File: src/rtl/checkout_scanner.sv
// Sequential checkout item checker: classifies each accepted scan as discounted
// and/or stolen, keeps saturating session tallies and latches a blinking alarm.
module checkout_scanner #(
  parameter int                      CODE_W        = 3,
  parameter logic [(2**CODE_W)-1:0]  DISCOUNT_SET  = 8'b1110_0100,
  parameter logic [(2**CODE_W)-1:0]  EXPENSIVE_SET = 8'b1010_0001,
  parameter int                      COUNT_W       = 8,
  parameter int                      BLINK_DIV     = 25_000_000
) (
  input  logic               clk,
  input  logic               reset_n,
  input  logic               clear,
  input  logic               scan_valid,
  input  logic [CODE_W-1:0]  scan_code,
  input  logic               scan_mark,
  input  logic               ack_alarm,
  output logic               scan_ready,
  output logic               discount,
  output logic               stolen,
  output logic               alarm,
  output logic               alarm_blink,
  output logic [COUNT_W-1:0] item_count,
  output logic [COUNT_W-1:0] discount_count,
  output logic [COUNT_W-1:0] stolen_count
);

  localparam int DIV_W = (BLINK_DIV > 1) ? $clog2(BLINK_DIV) : 1;
  localparam logic [DIV_W-1:0] DIV_LAST = DIV_W'(BLINK_DIV - 1);

  typedef enum logic [1:0] {IDLE, ACTIVE, ALARM} state_t;

  state_t             state_reg;
  logic [DIV_W-1:0]   div_reg;
  logic               blink_reg;
  logic               discount_reg;
  logic               stolen_reg;
  logic               accept;
  logic               hit_discount;
  logic               hit_stolen;
  logic [2:0]         cnt_inc;
  logic [COUNT_W-1:0] cnt_all [3];

  // Readiness depends only on the state register, never on scan inputs.
  assign scan_ready   = (state_reg != ALARM);
  assign accept       = scan_valid & scan_ready & ~clear;
  assign hit_discount = DISCOUNT_SET[scan_code];
  assign hit_stolen   = EXPENSIVE_SET[scan_code] & ~scan_mark;
  assign cnt_inc      = {hit_stolen, hit_discount, 1'b1};

  always_ff @(posedge clk or negedge reset_n) begin
    if (!reset_n) begin
      state_reg    <= IDLE;
      div_reg      <= '0;
      blink_reg    <= 1'b0;
      discount_reg <= 1'b0;
      stolen_reg   <= 1'b0;
    end else if (clear) begin
      state_reg    <= IDLE;
      div_reg      <= '0;
      blink_reg    <= 1'b0;
      discount_reg <= 1'b0;
      stolen_reg   <= 1'b0;
    end else if (state_reg == ALARM) begin
      if (ack_alarm) begin
        state_reg <= ACTIVE;
        div_reg   <= '0;
        blink_reg <= 1'b0;
      end else if (div_reg == DIV_LAST) begin
        div_reg   <= '0;
        blink_reg <= ~blink_reg;
      end else begin
        div_reg <= div_reg + 1'b1;
      end
    end else if (accept) begin
      discount_reg <= hit_discount;
      stolen_reg   <= hit_stolen;
      if (hit_stolen) begin
        // Alarm starts lit with a fresh blink period.
        state_reg <= ALARM;
        div_reg   <= '0;
        blink_reg <= 1'b1;
      end else begin
        state_reg <= ACTIVE;
      end
    end
  end

  // Tally order: 0 = items, 1 = discounted, 2 = stolen; all saturate.
  generate
    for (genvar gi = 0; gi < 3; gi++) begin : g_cnt
      logic [COUNT_W-1:0] cnt_reg;
      always_ff @(posedge clk or negedge reset_n) begin
        if (!reset_n) begin
          cnt_reg <= '0;
        end else if (clear) begin
          cnt_reg <= '0;
        end else if (accept && cnt_inc[gi] && (cnt_reg != {COUNT_W{1'b1}})) begin
          cnt_reg <= cnt_reg + 1'b1;
        end
      end
      assign cnt_all[gi] = cnt_reg;
    end
  endgenerate

  assign discount       = discount_reg;
  assign stolen         = stolen_reg;
  assign alarm          = (state_reg == ALARM);
  assign alarm_blink    = blink_reg;
  assign item_count     = cnt_all[0];
  assign discount_count = cnt_all[1];
  assign stolen_count   = cnt_all[2];

endmodule

File: config.mk
export PLATFORM = sky130hd
export DESIGN_NAME = checkout_scanner
export DESIGN_NICKNAME = d
export VERILOG_FILES = /design/src/rtl/checkout_scanner.sv
export SDC_FILE = /design/constraint.sdc
export NUM_CORES = 1
export LEC_CHECK = 0
export CORE_UTILIZATION = 59
export DETAILED_ROUTE_END_ITERATION = 10
export PLACE_DENSITY = 0.93
export SETUP_SLACK_MARGIN = 0.15
export SLEW_MARGIN = 20
export SYNTH_ARGS = -nofsm -noshare
export SYNTH_HDL_FRONTEND = slang
export SYNTH_SLANG_ARGS = --single-unit
File: constraint.sdc
create_clock -name clk -period 4 [get_ports clk]
set_input_delay 0.8 -clock clk [delete_from_list [all_inputs] [get_ports clk]]
set_output_delay 0.8 -clock clk [all_outputs]
set_load 0.01 [all_outputs]
**Word level (Yosys, flattened, before mapping)**

Memories as Yosys holds them, arrays and structs flattened.
Cells that the tools add are included.

- Register bits after elaboration: 54
- ROM bits: 16
- Input port bits: 9
- Output and inout port bits: 29
- Word-level logic and storage cells: 76
- Memories kept: 2

- Add/sub/neg operators: 4
- Magnitude comparators: 1
- Equal/unequal tests: 9
- Mux-type cells: 31
- Bitwise logic cells: 6
- Reduce and logical (&&, ||, !) cells: 15

Memories:

| memory | words | bits a word | read ports | clocked after Yosys merged registers in | write ports | line | text |
|---|---|---|---|---|---|---|---|
| (no name shown) | 8 | 1 | 1 | 0 | 0 | 47 | `assign hit_stolen = EXPENSIVE_SET[scan_code] & ~scan_mark;` |
| (no name shown) | 8 | 1 | 1 | 0 | 0 | 46 | `assign hit_discount = DISCOUNT_SET[scan_code];` |

Operator list:

| cell | number |
|---|---|
| two-way mux 25 bit | 6 |
| two-way mux 8 bit | 6 |
| adder 25 x 1 -> 25 bit (second input constant) | 1 |
| equality test 25 bit (second input constant) | 1 |
| adder 8 x 1 -> 8 bit (second input constant) | 3 |
| != test 8 bit (second input constant) | 3 |
| two-way mux 1 bit | 14 |
| two-way mux 2 bit | 5 |
| nonzero test 2 bit | 4 |
| AND reduction 2 bit | 3 |
| nonzero test 3 bit | 2 |
| logical AND 1 bit | 5 |
| less-than comparator 3 x 4 -> 1 bit (second input constant) | 1 |
| != test 2 bit (second input constant) | 2 |
| != test 4 x 3 -> 1 bit (second input constant) | 1 |
| AND 1 bit | 3 |
| != test 3 bit (second input constant) | 1 |
| NOT 1 bit | 3 |
| AND reduction 3 bit | 1 |
| equality test 2 bit (second input constant) | 1 |

**Longest topological paths before layout**

Gate-level depths: netlist of run 1.

- Depth after elaboration: 7
- Gate-level depth with buffers: 8
- Depth with buffers taken out: 6

**Worst setup path before layout of run 1**

Ideal clock, no wire load.

- Path kind: input -> register
- Start: in scan_code[1]
- End: reg g_cnt[2].cnt_reg[5] (netlist: stolen_count[5])
- Setup time: 78 ps
- Data arrival time: 2388 ps
- Required time: 3922 ps
- Path slack: 1534 ps
- Stages: 6
- Path buffers: 1
- Path through: or3_4 -> a21o_1 -> a211o_1 -> buf_6 -> or4_1 -> a21oi_1

- Cells in the longest elaborated chain, start to end: 6

Ends and longest elaborated chain:

| element | line | text |
|---|---|---|
| start, declared | 14 | `input logic [CODE_W-1:0] scan_code,` |
| memory read (8 x 1 bit) | n/a |  |
| two-way mux 1 bit (not written as such) | 47 |  |
| AND 1 bit | 47 |  |
| logical AND 1 bit (2 in series) | 97 | `end else if (accept && cnt_inc[gi] && (cnt_reg != {COUNT_W{1'b1}})) begin` |
| nonzero test 2 bit (no source line) | n/a |  |
| end signal, assigned | 98 | `cnt_reg <= cnt_reg + 1'b1;` |
| end, declared | 91 | `logic [COUNT_W-1:0] cnt_reg;` |

Every way passes these cells. The select of a mux whose other input is x is not followed.
A chain may end at the register's enable or synchronous reset.

**Worst setup path after layout of run 1**

- Start: in clear
- End: reg div_reg[3]

- Cells in the longest elaborated chain, start to end: 4
- Elaborated cells on any way between the ends: 6
- Classes of those cells: 1 x mux; 2 x bitwise; 3 x reduce/logical

Ends and longest elaborated chain:

| element | line | text |
|---|---|---|
| start, declared | 12 | `input logic clear,` |
| NOT 1 bit | 45 | `assign accept = scan_valid & scan_ready & ~clear;` |
| AND 1 bit | 45 |  |
| nonzero test 3 bit (no source line) | n/a |  |
| AND reduction 2 bit (no source line) | n/a |  |
| end signal, assigned | 72 | `div_reg <= div_reg + 1'b1;` |
| end, declared | 33 | `logic [DIV_W-1:0] div_reg;` |

Several ways; a longest one is shown, not always the timed one.

==> results of run 1 <==
synth_stat cells, types with 2 or more instances:
| master | count | area share |
|---|---|---|
| sky130_fd_sc_hd__a211oi_1 | 5 | 0.013 |
| sky130_fd_sc_hd__a21o_1 | 6 | 0.015 |
| sky130_fd_sc_hd__a21oi_1 | 15 | 0.026 |
| sky130_fd_sc_hd__a22o_1 | 4 | 0.012 |
| sky130_fd_sc_hd__a31oi_1 | 11 | 0.023 |
| sky130_fd_sc_hd__a41oi_1 | 2 | 0.0060 |
| sky130_fd_sc_hd__and3_1 | 8 | 0.017 |
| sky130_fd_sc_hd__and4_1 | 4 | 0.012 |
| sky130_fd_sc_hd__buf_2 | 2 | 0.0034 |
| sky130_fd_sc_hd__buf_4 | 2 | 0.0051 |
| sky130_fd_sc_hd__clkbuf_1 | 7 | 0.0090 |
| sky130_fd_sc_hd__dfrtp_1 | 54 | 0.46 |
| sky130_fd_sc_hd__ha_1 | 4 | 0.017 |
| sky130_fd_sc_hd__inv_1 | 8 | 0.010 |
| sky130_fd_sc_hd__mux2i_1 | 6 | 0.020 |
| sky130_fd_sc_hd__nand2_1 | 31 | 0.040 |
| sky130_fd_sc_hd__nand2b_1 | 5 | 0.011 |
| sky130_fd_sc_hd__nand3_1 | 18 | 0.031 |
| sky130_fd_sc_hd__nand4_1 | 8 | 0.017 |
| sky130_fd_sc_hd__nor2_1 | 41 | 0.052 |
| sky130_fd_sc_hd__nor3_1 | 7 | 0.012 |
| sky130_fd_sc_hd__nor4_1 | 6 | 0.013 |
| sky130_fd_sc_hd__o21ai_0 | 19 | 0.032 |
| sky130_fd_sc_hd__o31ai_1 | 6 | 0.015 |
| sky130_fd_sc_hd__or3_1 | 7 | 0.015 |
| sky130_fd_sc_hd__or4_1 | 5 | 0.013 |
| sky130_fd_sc_hd__xnor2_1 | 13 | 0.039 |
| sky130_fd_sc_hd__xor2_1 | 3 | 0.0090 |
metrics by stage:
step           hold slack (ns)  std cells  total power [uW]  setup WS [ns]  area, sq um
4_1_cts                 0.4969        426             969.6          1.122         3433
3_3_place_gp            0.4631        418             658.2         0.8430         3342
3_5_place_dp            0.4721        418             661.5         0.7948         3342
6_report                0.4984        426             966.6          1.066         3433
2_1_floorplan           0.4446        323             615.3          1.534         2933
5_1_grt                 0.5360        426              1011         0.9778         3433
critical path: stages:
cell,delay (ns)
sky130_fd_sc_hd__clkdlybuf4s50_1,0.68
sky130_fd_sc_hd__or3_1,0.55
sky130_fd_sc_hd__a21oi_1,0.52
sky130_fd_sc_hd__buf_4,0.31
sky130_fd_sc_hd__a41oi_1,0.14
sky130_fd_sc_hd__a31oi_1,0.17
cells in the final DEF (no fill, tap or decap), drive strengths merged, types with 2 or more instances in the layout:
cell type | Yosys | final
a211o | 2 | 2
a211oi | 5 | 5
a21o | 6 | 6
a21oi | 15 | 15
a22o | 4 | 4
a31oi | 11 | 11
a41oi | 2 | 2
and3 | 8 | 8
and4 | 4 | 4
buf | 5 | 4
clkbuf | 7 | 7
clkdlybuf4s50 | 0 | 36
dfrtp | 54 | 54
ha | 4 | 4
inv | 8 | 8
mux2i | 6 | 6
nand2 | 31 | 31
nand2b | 5 | 5
nand3 | 18 | 18
nand4 | 8 | 8
nor2 | 41 | 41
nor3 | 7 | 7
nor4 | 7 | 7
o21ai | 19 | 19
o31ai | 6 | 6
or3 | 8 | 8
or4 | 5 | 5
xnor2 | 13 | 13
xor2 | 3 | 3
power by group:
group          internal, uW  switching [uW]  leakage [uW]
registers               553            9.76      0.000749
logic                  34.2            54.9      0.000614
clock network           140             175     0.0000482
cell families (layout without fill, tap and decap cells):
kind of cell | after synthesis | in the layout | synth area share
compound gates | 77 | 77 | 0.1707
xor+xnor | 16 | 16 | 0.04778
fa+ha+maj | 4 | 4 | 0.01707
buf+inv | 20 | 56 | 0.03157
flops | 54 | 54 | 0.4608
mux | 6 | 6 | 0.02048
simple gates | 146 | 146 | 0.2517
routing by layer:
metal  part of all wire  track usage
met5                  0            0
met4              0.017       0.1373
met3              0.058      0.06111
met2               0.49       0.4808
met1               0.43       0.3578
how the worst max path moves through the flow:
stage,startpoint,endpoint,slack [ns],cells after the start
after floorplan,scan_code[1],stolen_count[5],1.53,6
after global placement,scan_code[0],div_reg[22],0.84,6
after detailed placement,clear,div_reg[3],0.79,6
after CTS,clear,div_reg[3],1.12,6
after global routing,clear,div_reg[3],0.98,6
final,clear,div_reg[3],1.07,6
final cells by class:
cell class              count  area (sq um)  share of cell area
repair buffers             40         387.9              0.1130
well taps                  67         83.83             0.02442
clock inverters             1         5.005            0.001458
flip-flops and latches     54          1351              0.3936
inverters                   8         30.03            0.008746
multi-input cells         249          1489              0.4337
clock buffers               7         86.33             0.02515
==> flow_metrics.env, run 1 <==
export IMPL_gp_congestion=0.8208
export IMPL_largest_net_degree_at_the_start_of_global_routing=38
export IMPL_synthesis_area_per_instance_sq_um=9.080
export IMPL_post_route_drc_count=0
export IMPL_clock_skew_final_ns=0.01168
export IMPL_quantity_of_gates_resized_following_cts=0
export IMPL_post_cts_buffers=0
export IMPL_ff2ff_setup_slack_ns=1.64
export IMPL_final_core_utilization=0.7221
export IMPL_share_of_synthesized_flip_flops_with_an_asynchronous_set_or_reset=1.000
export IMPL_ys_ff_latch=54
export IMPL_yosys_warnings=0
export IMPL_max_capacitance_violation_count=0
export IMPL_avgRoutedWirePerCell_um=16.39
export IMPL_cts_tree="built"
export IMPL_largest_register_ff_count=25
export IMPL_final_max_slew_viol_count=0
export IMPL_irDropWorstVdd_mv=0.2018
export IMPL_grt_first_pass_wirelength_mm=11.68
export IMPL_period_needed_ns=2.934
export IMPL_tritoncts_num_sinks=54
export IMPL_maxClockFrequency_ghz=0.3408
export IMPL_critical_path_arrival_ns=3.17
export IMPL_syn_instance_count=323
export IMPL_start_util=0.6168
export IMPL_worst_setup_hold_path_clk_slew_ns=0.09
export IMPL_port_buffers=37
export IMPL_max_slew_margin=0.4231
export IMPL_synth_edf_count=0
export IMPL_globalRouteOverflowTotal=0
export IMPL_hold_depth=1
export IMPL_viasPerCell=6.357
export IMPL_worstSkewPairLatency_ns=0.31
export IMPL_fillerInstances=343
export IMPL_mappedNetlistArea_sq_um=2933
export IMPL_wirelength_mm=6.984
export IMPL_core_region_area_sq_um=4755
export IMPL_place_hpwl_mm=4.795
export IMPL_setup_violations_final=0
export IMPL_ys_dominant_reg_cell="sky130_fd_sc_hd__dfrtp_1"
export IMPL_final_min_period_over_clock_period=0.7335
export IMPL_hp_class="flop to flop"
export IMPL_timing_final_hold_violations=0
export IMPL_endpoint_kind="flop"
export IMPL_area_growth_synth_to_final_pct=17.06
export IMPL_pwr_density_cell_nw_per_um2=281.5
export IMPL_overall_via_count_from_detail_route=2708
export IMPL_number_of_detailed_route_iterations_in_the_first_pass=7
export IMPL_grt_antenna_before_repair=0
export IMPL_final_layout_size_suffix_gt1_frac=0.04178
export IMPL_rows=25
export IMPL_track_usage=0.2882
export IMPL_drtAntennaViolNets=0
export IMPL_worst_setup_path_start_kind="input pin"
export IMPL_crit_type="input pin to flop"
export IMPL_run_status="finished, final reports clean"
export IMPL_worst_path_required_ns=4.23
export IMPL_holdPathEnd="div_reg[21]"
export IMPL_critical_path_peak_fanout=15
export IMPL_clock_tree_buffer_depth=2
export IMPL_critical_path_reg2reg_startpoint="div_reg[7]"
export IMPL_slew_at_the_pin_closest_to_its_max_slew_limit_ns=0.8588
export IMPL_r2r_worst_path_cells=5
export IMPL_grt_setup_unrepaired="no"
export IMPL_total_inserted_antenna_cells=0
export IMPL_min_delay_start="div_reg[21]"
export IMPL_die_height_um=72.51
export IMPL_worst_r2r_endpoint="div_reg[8]"
export IMPL_post_cts_hold_buffer_count=0
export IMPL_num_nets_final=371
export IMPL_totalNegativeSetupSlack_ns=0
export IMPL_synth_sequential_area_ratio=0.4608
export IMPL_dieArea_sq_um=5257
export IMPL_ctsRootBufferMaster="sky130_fd_sc_hd__clkbuf_8"
export IMPL_num_io_pins=38
export IMPL_cts_htree_levels=2
export IMPL_tritoncts_num_buffers=5
export IMPL_synthDistinctLibCells=44
export IMPL_synth_fp_nets=336
export IMPL_power_leakage_uw=0.001412
export IMPL_chipWidth_um=72.51
export IMPL_grt_pass1_vias=2562
export IMPL_drt_iter0_drc=254
Power figures use the tool's default switching activity.
==> run 2, diff against run 1 <==
--- a/config.mk
+++ b/config.mk
@@ -5,9 +5,9 @@
 export SDC_FILE = /design/constraint.sdc
 export NUM_CORES = 1
 export LEC_CHECK = 0
-export CORE_UTILIZATION = 59
+export CORE_UTILIZATION = 50
 export DETAILED_ROUTE_END_ITERATION = 10
-export PLACE_DENSITY = 0.93
+export PLACE_DENSITY = 0.85
 export SETUP_SLACK_MARGIN = 0.15
 export SLEW_MARGIN = 20
 export SYNTH_ARGS = -nofsm -noshare
==> constraint.sdc (replaced) <==
create_clock -name clk -period 2.4 [get_ports clk]
set_input_delay 0.48 -clock clk [delete_from_list [all_inputs] [get_ports clk]]
set_output_delay 0.48 -clock clk [all_outputs]
set_load 0.01 [all_outputs]
==> run 2 against run 1 <==
Compared with the run above: critical path depth unchanged; critical endpoint is now div_reg[22]; worst setup slack got worse by 0.92 ns; global-route usage decreased by 4.2 points; largest power group unchanged; combinational power increased by 110%; clock power increased by 68%; final area increased by 7.8%; worst hold slack got worse by 0.32 ns; sequential share of layout area decreased by 2.8 points; largest cell class unchanged.
==> flow_metrics.env, run 2 (synthesized netlist as in run 1, its figures left out) <==
export IMPL_crit_start="scan_code[1]"
export IMPL_largest_net_degree_at_the_start_of_global_routing=30
export IMPL_avgRoutedWirePerCell_um=15.71
export IMPL_port_buffers=37
export IMPL_endpoint_kind="flop"
export IMPL_viasPerCell=5.991
export IMPL_layout_cells_non_filler=460
export IMPL_hp_class="input pin to async pin"
export IMPL_grt_antenna_before_repair=0
export IMPL_dpl_cell_area_sq_um=3548
export IMPL_critical_path_arrival_ns=2.50
export IMPL_placement_setup_worst_slack_ns=-0.2378
export IMPL_final_layout_size_suffix_gt1_frac=0.1314
export IMPL_place_hpwl_mm=5.077
export IMPL_final_common_cell="sky130_fd_sc_hd__dfrtp_1"
export IMPL_timing_final_hold_violations=0
export IMPL_final_cell_area_sq_um=3700
export IMPL_drtAntennaViolNets=0
export IMPL_globalRouteOverflowTotal=0
export IMPL_ctsRootBufferMaster="sky130_fd_sc_hd__clkbuf_8"
export IMPL_place_detailed_instances=448
export IMPL_post_cts_hold_buffer_count=0
export IMPL_slew_at_the_pin_closest_to_its_max_slew_limit_ns=0.6175
export IMPL_post_route_drc_count=0
export IMPL_grt_setup_unrepaired="yes"
export IMPL_critical_path_peak_fanout=3
export IMPL_grt_pass1_vias=2552
export IMPL_start_util=0.5262
export IMPL_number_of_detailed_route_iterations_in_the_first_pass=4
export IMPL_setup_violations_final=0
export IMPL_wirelength_mm=7.227
export IMPL_run_status="finished, final reports clean"
export IMPL_timing_critical_path_cells="clkdlybuf4s50_1 > or3_4 > a211o_2 > and2_1 > or4_4 > a21oi_2"
export IMPL_critPathBufInv=1
export IMPL_max_slew_margin=0.5883
export IMPL_irDropWorstVdd_mv=0.3259
export IMPL_gp_congestion=0.8512
export IMPL_ff2ff_setup_slack_ns=0.26
export IMPL_final_max_slew_viol_count=0
export IMPL_chipWidth_um=78.59
export IMPL_core_region_area_sq_um=5574
export IMPL_dieArea_sq_um=6176
export IMPL_worst_setup_hold_path_clk_slew_ns=0.10
export IMPL_worstSkewPairLatency_ns=0.31
export IMPL_totalNegativeSetupSlack_ns=0
export IMPL_clock_tree_buffer_depth=2
export IMPL_worst_setup_path_start_kind="input pin"
export IMPL_period_needed_ns=2.254
export IMPL_num_nets_final=400
export IMPL_worst_r2r_endpoint="div_reg[15]"
export IMPL_final_min_period_over_clock_period=0.9391
export IMPL_power_leakage_uw=0.001570
export IMPL_worst_slack_ns=0.1462
export IMPL_num_io_pins=38
export IMPL_commonest_cells_after_routing_fill_and_taps_aside="54 x sky130_fd_sc_hd__dfrtp_1, 41 x sky130_fd_sc_hd__nor2_1, 35 x sky130_fd_sc_hd__clkdlybuf4s50_1, 31 x sky130_fd_sc_hd__buf_4, 30 x sky130_fd_sc_hd__nand2_1"
export IMPL_worst_path_required_ns=2.65
export IMPL_drt_iter0_drc=269
export IMPL_largest_register_ff_count=25
export IMPL_tritoncts_num_sinks=54
export IMPL_clock_skew_final_ns=0.008589
export IMPL_grt_first_pass_wirelength_mm=12.14
export IMPL_area_growth_synth_to_final_pct=26.15
export IMPL_worst_path_dominant_cell_family="simple AND/OR/NAND/NOR gates"
export IMPL_overall_via_count_from_detail_route=2756
export IMPL_die_height_um=78.59
export IMPL_critical_path_reg2reg_startpoint="div_reg[17]"
export IMPL_critical_path_slowest_cell="sky130_fd_sc_hd__or4_4"
export IMPL_cts_tree="built"
export IMPL_crit_cells=6
export IMPL_cts_htree_levels=2
export IMPL_pwr_density_cell_nw_per_um2=445.3
export IMPL_crit_type="input pin to flop"
export IMPL_r2r_worst_path_cells=6
export IMPL_worstSetupEndpoint="div_reg[22]"
export IMPL_tritoncts_num_buffers=5
export IMPL_rows=27
export IMPL_max_capacitance_violation_count=0
export IMPL_track_usage=0.2460
export IMPL_total_inserted_antenna_cells=0
export IMPL_maxClockFrequency_ghz=0.4437
export IMPL_total_power_uw=1648
export IMPL_critical_path_max_stage_delay_ns=0.52
run 2: worst register-to-register path, cell delays in order (launching register included):
cell	delay, ns
sky130_fd_sc_hd__dfrtp_1	0.43
sky130_fd_sc_hd__or4b_1	0.60
sky130_fd_sc_hd__nor4_4	0.29
sky130_fd_sc_hd__a21oi_1	0.14
sky130_fd_sc_hd__buf_4	0.21
sky130_fd_sc_hd__and3_1	0.18
sky130_fd_sc_hd__o22a_1	0.19
run 2: per-stage QoR:
| stage | utilization | hold WS [ns] |
|---|---|---|
| after floorplan | - | 0.1844 |
| after global placement | 0.6366 | 0.4705 |
| after detailed placement | 0.6366 | 0.4919 |
| after CTS | 0.6536 | 0.1957 |
| after global routing | 0.6637 | 0.2183 |
| final | 0.6637 | 0.1737 |
run 2: layer usage:
metal  share of wire  wire length [um]  vias to the layer above  track usage
met3           0.059               430                       12      0.05349
met5               0                 0                        -            0
met2            0.49              3575                       93       0.4113
met1            0.44              3144                     1333       0.3251
li1                -                 -                     1318            -
met4           0.011                76                        0      0.05556
run 2: repair_timing:
action,in CTS,in global routing
endpoints found under the setup margin,5,12
pin swaps,0,3
buffers inserted,0,4
hold endpoints to repair,0,0
resized for setup,3,6
run 2: how the worst min path moves through the flow:
stage	end	slack, ns	depth (start not counted)
after floorplan	alarm_blink	0.18	0
after global placement	div_reg[21]	0.47	1
after detailed placement	div_reg[21]	0.49	1
after CTS	discount_count[0]	0.20	1
after global routing	discount_count[7]	0.22	1
final	stolen_count[5]	0.17	1
run 2: area by class of cell:
cell class / count / area (sq um)
well taps: 72 / 90.09
clock inverters: 1 / 5.005
inverters: 8 / 30.03
multi-input cells: 249 / 1520
flip-flops and latches: 54 / 1351
fillers: 447 / 1874
clock buffers: 7 / 86.33
repair buffers: 69 / 616.8
run 2: where the power goes:
group	internal, uW	switching (uW)
registers	922	12.4
logic	83.6	102
clock network	234	294
total	1240	408
==> run 3, diff against run 2 <==
==> constraint.sdc (replaced) <==
create_clock -name clk -period 2.4 [get_ports clk]
set_input_delay 0.48 -clock clk [delete_from_list [all_inputs] [get_ports clk]]
set_output_delay 0.48 -clock clk [all_outputs]
set_load 0.005 [all_outputs]
==> results of run 3 <==
Same layout as run 2 (identical final DEF). Status: finished, final reports clean.
Main changes from that run: total power 1648 uW -> 1643 uW; worst IR drop on VDD 0.3259 mV -> 0.3225 mV
